[config.mk]
export PLATFORM = sky130hd
export DESIGN_NAME = shift_add_multiplier
export DESIGN_NICKNAME = d
export VERILOG_FILES = /design/src/rtl/comp2_pkg.sv /design/src/rtl/abs_value.sv /design/src/rtl/shift_add_multiplier.sv
export SDC_FILE = /design/constraint.sdc
export NUM_CORES = 1
export LEC_CHECK = 0
export BUFFER_PORTS_ARGS = -buffer_cell sky130_fd_sc_hd__buf_4
export CORE_UTILIZATION = 50
export CTS_CLUSTER_DIAMETER = 120
export CTS_CLUSTER_SIZE = 40
export DETAILED_ROUTE_END_ITERATION = 8
export GPL_ROUTABILITY_DRIVEN = 0
export PLACE_DENSITY_LB_ADDON = 0.2
export REMOVE_ABC_BUFFERS = 1
export SLEW_MARGIN = 40
export SYNTH_ARGS = -nofsm -noshare
export SYNTH_HDL_FRONTEND = slang
export SYNTH_SLANG_ARGS = --single-unit
[constraint.sdc]
create_clock -name clk -period 3.1 [get_ports clk]
set_input_delay 0.775 -clock clk [delete_from_list [all_inputs] [get_ports clk]]
set_output_delay 0.775 -clock clk [all_outputs]
set_load 0.03 [all_outputs]
[src/rtl/comp2_pkg.sv]
// Shared types for the signed shift-add multiplier
// and its sign-correction neighbour.
package comp2_pkg;
  localparam int DW = 8;
  localparam int PW = 2 * DW;

  typedef logic [PW-1:0] product_t;
  typedef logic [DW-1:0] operand_t;

  typedef enum logic [1:0] {
    IDLE,
    RUN,
    DONE
  } mult_state_e;
endpackage

[src/rtl/abs_value.sv]
// Two's-complement operand to sign plus unsigned magnitude.
// The most-negative input maps to 2^(W-1), which still fits in W bits.
module abs_value
  import comp2_pkg::*;
#(
  parameter int W = DW
) (
  input  logic [W-1:0] val_i,
  output logic         sign_o,
  output logic [W-1:0] mag_o
);

  assign sign_o = val_i[W-1];
  assign mag_o  = sign_o ? (~val_i + W'(1)) : val_i;

endmodule

[src/rtl/shift_add_multiplier.sv]
// Sequential magnitude multiplier: one multiplier bit per cycle,
// signs passed through for the downstream sign-correction stage.
module shift_add_multiplier
  import comp2_pkg::*;
#(
  parameter int DW = 8
) (
  input  logic            clk,
  input  logic            rst,
  input  logic            i_start,
  input  logic [DW-1:0]   i_multiplicand,
  input  logic [DW-1:0]   i_multiplier,
  output logic            o_busy,
  output logic            o_done,
  output logic [2*DW-1:0] o_product,
  output logic            o_signA,
  output logic            o_signB
);

  localparam int PW    = 2 * DW;
  localparam int CNT_W = $clog2(DW + 1);

  mult_state_e state_q, state_d;

  logic [PW-1:0]    acc_q, acc_d;
  logic [PW-1:0]    mcand_q, mcand_d;
  logic [DW-1:0]    mb_q, mb_d;
  logic [CNT_W-1:0] cnt_q, cnt_d;
  logic             sa_q, sa_d;
  logic             sb_q, sb_d;
  logic [PW-1:0]    prod_q, prod_d;
  logic             sa_out_q, sa_out_d;
  logic             sb_out_q, sb_out_d;

  logic            sign_a, sign_b;
  logic [DW-1:0]   mag_a, mag_b;

  abs_value #(.W(DW)) u_abs_a (
    .val_i  (i_multiplicand),
    .sign_o (sign_a),
    .mag_o  (mag_a)
  );

  abs_value #(.W(DW)) u_abs_b (
    .val_i  (i_multiplier),
    .sign_o (sign_b),
    .mag_o  (mag_b)
  );

  always_ff @(posedge clk) begin
    if (rst) begin
      state_q  <= IDLE;
      acc_q    <= '0;
      mcand_q  <= '0;
      mb_q     <= '0;
      cnt_q    <= '0;
      sa_q     <= 1'b0;
      sb_q     <= 1'b0;
      prod_q   <= '0;
      sa_out_q <= 1'b0;
      sb_out_q <= 1'b0;
    end else begin
      state_q  <= state_d;
      acc_q    <= acc_d;
      mcand_q  <= mcand_d;
      mb_q     <= mb_d;
      cnt_q    <= cnt_d;
      sa_q     <= sa_d;
      sb_q     <= sb_d;
      prod_q   <= prod_d;
      sa_out_q <= sa_out_d;
      sb_out_q <= sb_out_d;
    end
  end

  always_comb begin
    state_d  = state_q;
    acc_d    = acc_q;
    mcand_d  = mcand_q;
    mb_d     = mb_q;
    cnt_d    = cnt_q;
    sa_d     = sa_q;
    sb_d     = sb_q;
    prod_d   = prod_q;
    sa_out_d = sa_out_q;
    sb_out_d = sb_out_q;
    unique case (state_q)
      IDLE: begin
        if (i_start) begin
          sa_d    = sign_a;
          sb_d    = sign_b;
          mcand_d = {{DW{1'b0}}, mag_a};
          mb_d    = mag_b;
          acc_d   = '0;
          cnt_d   = '0;
          state_d = RUN;
        end
      end
      RUN: begin
        acc_d   = mb_q[0] ? (acc_q + mcand_q) : acc_q;
        mcand_d = mcand_q << 1;
        mb_d    = mb_q >> 1;
        cnt_d   = cnt_q + CNT_W'(1);
        // Results publish only on the final iteration.
        if (cnt_q == CNT_W'(DW - 1)) begin
          state_d  = DONE;
          prod_d   = acc_d;
          sa_out_d = sa_q;
          sb_out_d = sb_q;
        end
      end
      DONE: begin
        state_d = IDLE;
      end
      default: begin
        state_d = IDLE;
      end
    endcase
  end

  assign o_busy    = (state_q != IDLE);
  assign o_done    = (state_q == DONE);
  assign o_product = prod_q;
  assign o_signA   = sa_out_q;
  assign o_signB   = sb_out_q;

endmodule

Yosys cells after proc, flatten, opt, wreduce, memory -nomap -nowiden
Index checks and enable logic that the tools add are counted.
- output and inout port bits: 20
- flip-flop bits (word level): 66
- reduce and logical (&&, ||, !) cells: 7
- multiplexer cells: 14
- bitwise gates (word level): 2
- add/subtract/negate cells: 4
- eq/ne operators: 5
- operators by type and width (operator ; count):
    $pmux 16 s2 ; 2
    $mux 16 ; 3
    $mux 8 ; 3
    $add 16x16->16 ; 1
    $add 8x1->8 const B ; 2
    $not 8->8 ; 2
    $pmux 8 s2 ; 1
    $pmux 4 s2 ; 1
    $reduce_and 2->1 ; 4
    $add 4x1->4 const B ; 1
    $eq 4x3->1 const B ; 1
    $mux 2 ; 2
    $mux 4 ; 1
    $ne 2x2->1 const B ; 2
    $pmux 2 s2 ; 1
    $reduce_bool 2->1 ; 2
    $eq 2x1->1 const B ; 1
    $eq 2x2->1 const B ; 1
    $logic_not 2->1 ; 1

Depth between registers and ports, before layout
- depth after elaboration: 5
- gate-level depth with buffers: 9
- gate-level depth less buffers: 9

Cells and area by module
A second synthesis with hierarchy kept.
- cells, all modules: 459
- area total of the unflattened synthesis: 3718.6 µm²
- by module, submodules not included (module ; cells each ; area an instance (µm²) ; instances):
    shift_add_multiplier ; 415 ; 3410.8 ; 1
    abs_value ; 22 ; 153.9 ; 2

Worst setup path after synthesis
Ideal clock, no wire load.
- path kind: register to register
- start: reg acc_q[0]
- end: reg prod_q[14] (netlist: o_product[14])
- path buffers: 0
- required time: 3.009 ns
- arrival time: 2.218 ns
- setup slack: 0.792 ns
- stages on the path, launching flop included: 10
- cell sequence: dfxtp_1 > ha_1 > fa_1 > a21oi_1 > o21ai_0 > a21oi_1 > o22ai_1 > a221oi_1 > xor2_1 > a311oi_1
- longest elaborated chain between the ends: 2
- RTL lines (item ; RTL line ; source):
    start: declaration ; shift_add_multiplier.sv:25 ; logic [PW-1:0] acc_q, acc_d;
    start signal: assignment ; shift_add_multiplier.sv:53 ; acc_q <= '0;
    start signal: assignment ; shift_add_multiplier.sv:64 ; acc_q <= acc_d;
    $add 16x16->16 ; shift_add_multiplier.sv:100 ; acc_d = mb_q[0] ? (acc_q + mcand_q) : acc_q;
    $mux 16 ; shift_add_multiplier.sv:100 ;
    end signal: assignment ; shift_add_multiplier.sv:70 ; prod_q <= prod_d;
    end: declaration ; shift_add_multiplier.sv:31 ; logic [PW-1:0] prod_q, prod_d;
No other way between the ends.
A chain may end at the register's enable or synchronous reset.

Final worst setup path
Same ends and word-level chain as after synthesis.

==> reports/qor.csv <==
stage;metric;value;unit
synthesis;Yosys reg bits;66;
floorplanning;Initial Util;51.78;%
sta;setup violators final;0;
synthesis;Post-synth ARST share;0;%
placement;# port buffers;38;
critical_path;Worst R2R Path Depth;9;
critical_path;cell mode on critical path;a21oi_1;
critical_path;crit start category;flip-flop;
critical_path;worst r2r dst;o_product[14];
synthesis;Synth Area in Simple Gates;21.12;%
synthesis;cells after synthesis;435;
sta;Clock Skews;0.009733;ns
grt;initial antenna violation count;0;
clocking;CTS Sinks;66;
synthesis;post-synthesis xor/xnor area fraction;5.447;%
route;DRT Pass-1 Iters;4;
synthesis;Seq/Total Area, Yosys;37.35;%
synthesis;Synth Area in Adders;6.933;%
final_layout;Post-Layout Cell Count;569;
synthesis;EDFF count, synth;0;
job;max_cap viols;0;
final_layout;fraction of final layout cells sized beyond drive strength 1;16.28;%
route;ANT nets after route;0;
grt;vias in the first global route;2874;
floorplanning;Die Y;86.11;um
clocking;CTS tree;done;
power_and_ir_drop;leakage power;1.662;nW
grt;gr usage total;23.24;%
critical_path;Crit. Startpoint;acc_q[0];
sta;max frequency;382.5;MHz
grt;gr ovfl total;0;
route;final wirelength;7.972;mm
final_layout;ant diodes;0;
sta;Slew HR;67.34;%
power_and_ir_drop;Pwr per Cell Area;441.8;nW/um2
sta;worst setup margin;0.4860;ns
critical_path;CP required;3.37;ns
final_layout;commonest non-fill, non-tap cell in the layout;dfxtp_1;
floorplanning;Core Region;6832;um2
synthesis;Yosys cell types;52;
clocking;Setup Buffers After CTS;0;
placement;Placement Setup Slack;0.5035;ns
power_and_ir_drop;VDD IR-drop max;0.2518;mV
sta;Hold Violations, Final;0;
min_path;worst hold-check path type;flip-flop to flip-flop;
route;via count;3169;
synthesis;Yosys Warn Count;0;
route;wire per inst;14.01;um
synthesis;ys flop type;dfxtp_1;
min_path;worst hold start;sb_q;
synthesis;Synth Area in Compound Gates;21.37;%
critical_path;CP Capture Type;flip-flop;
floorplanning;FP Rows;30;
clocking;Longest Clk Path Bufs;2;
final_layout;synth-to-layout area growth;16.41;%
critical_path;Largest stage delay, worst path;0.41;ns
clocking;clock root buffer master;clkbuf_8;
synthesis;mux contribution to synthesized area;4.033;%
route;Post-route DRC;0;
critical_path;crit path to;o_product[14];
final_layout;FF/Latch Area;1321;um2
final_layout;Layout Nets;506;
clocking;post-CTS sizing;0;
floorplanning;DIE WIDTH;86.11;um
sta;worst slew pin tran;0.4861;ns
run_status;status;finished clean;
grt;largest net degree at the start of global routing;43;
floorplanning;area of the die;7415;um2
clocking;Clk Latency, worst-skew pair;0.36;ns
min_path;hold path depth;2;
clocking;Hold Buf Count CTS;0;
sta;unrepaired setup endpoints after global routing;no;
sta;setup TNS;0;ns
clocking;CTS buffer count;9;
placement;Post-DP HPWL;5.657;mm
sta;fin crit period;2.614;ns
placement;post-placement cell count;553;
final_layout;most frequent cells in the layout;dfxtp_1, nor2_1, nand2_1;
critical_path;r2r startpoint;acc_q[0];
critical_path;Worst EP arrival;2.88;ns
synthesis;largest family of logic cells by synthesized area;compound AO/OA/AOI/OAI gates;
critical_path;crit-path cells;ha_1, fa_1, a21oi_1, o21ai_0, a21oi_1, o22ai_1, a221oi_1, xor2_1, a311oi_1;
critical_path;worst-path fanout max;3;
grt;first-pass GRT wire length;13.39;mm
route;vias per cell;5.569;
sta;Final period util;84.32;%
clocking;Reg clk slew, reported paths;0.08;ns
route;drt first-iter violations;170;
critical_path;Setup Crit Path Kind;flip-flop to flip-flop;
final_layout;Filler cells;654;
synthesis;Mapped Area;3537;um2
sta;Final Slew Violations;0;
final_layout;area taken by multi-input logic gates;2088;um2
clocking;H-tree Lvls;3;
critical_path;CP max-delay cell;fa_1;
synthesis;mean post-synth cell area;8.131;um2
power_and_ir_drop;Overall Power;1.819;mW
floorplanning;Boundary Pins;39;
critical_path;R2R Setup Slk;0.49;ns
-- routing by layer --
metal | share of wire, % | global-route usage [%] | vias to the layer above
li1 | - | - | 1619
met1 | 45 | 29.56 | 1453
met2 | 47 | 38.53 | 87
met3 | 5.4 | 5.005 | 10
met4 | 1.9 | 8.788 | 0
met5 | 0 | 0 | -
-- stage by stage --
stage               hold WS, ns  util, %  area (um2)
global placement         0.4445    57.44        3924
finish                   0.4657    60.27        4118
floorplan                0.4260        -        3438
detailed placement       0.4520    57.44        3924
CTS                      0.4651    60.27        4118
global route             0.4818    60.27        4118
-- synth_stat cells (all sizes together), types with 10 or more instances --
master / count / area, um2
xnor2: 10 / 87.58
nor2: 65 / 244.0
mux2i: 12 / 120.1
nand3: 19 / 95.09
dfxtp: 66 / 1321
nand2: 51 / 191.4
a211oi: 15 / 122.6
a221oi: 10 / 87.58
nor3: 10 / 50.05
ha: 18 / 225.2
clkbuf: 24 / 90.09
a21oi: 38 / 193.9
xor2: 12 / 105.1
-- cells by family after synthesis --
logic type | Yosys count
AND/OR/NAND/NOR | 170
buffers and inverters | 35
flip-flops | 66
XOR/XNOR | 22
multiplexers | 14
AO/OA/AOI/OAI | 109
adder cells (fa/ha/maj) | 19
-- state kept, by name, summed over array words and instances, names as in the netlist --
register and flops:
state_q 2, o_signB 1, mb_q 8, cnt_q 4
sb_q 1, o_signA 1, sa_q 1, acc_q 16
o_product 16, mcand_q 16
-- final cells by class --
type,count,area share [%]
Multi-Input combinational cell,334,50.71
Timing Repair Buffer,48,8.751
Clock buffer,9,3.008
Inverter,9,0.8204
Clock inverter,7,1.702
Sequential cell,66,32.09
Tap cell,96,2.917
-- power by group --
part | total (mW) | internal (mW) | switching (mW)
registers | 0.889 | 0.869 | 0.0193
logic | 0.215 | 0.0847 | 0.130
clock network | 0.716 | 0.369 | 0.347
total | 1.82 | 1.32 | 0.496
-- worst max-delay path, delay by kind of cell (launching register included) --
kind | cells | cell delay (ns)
flip-flops | 1 | 0.33
AO/OA/AOI/OAI | 6 | 1.42
adder cells (fa/ha/maj) | 2 | 0.64
XOR/XNOR | 1 | 0.14
-- worst min-delay path by stage --
stage / end / slack (ns)
6_report: o_signB / 0.47
5_1_grt: mb_q[7] / 0.48
3_3_place_gp: o_product[2] / 0.44
4_1_cts: o_product[2] / 0.47
3_5_place_dp: o_product[2] / 0.45
2_1_floorplan: o_signA / 0.43
(Power assumes the default switching activity.)
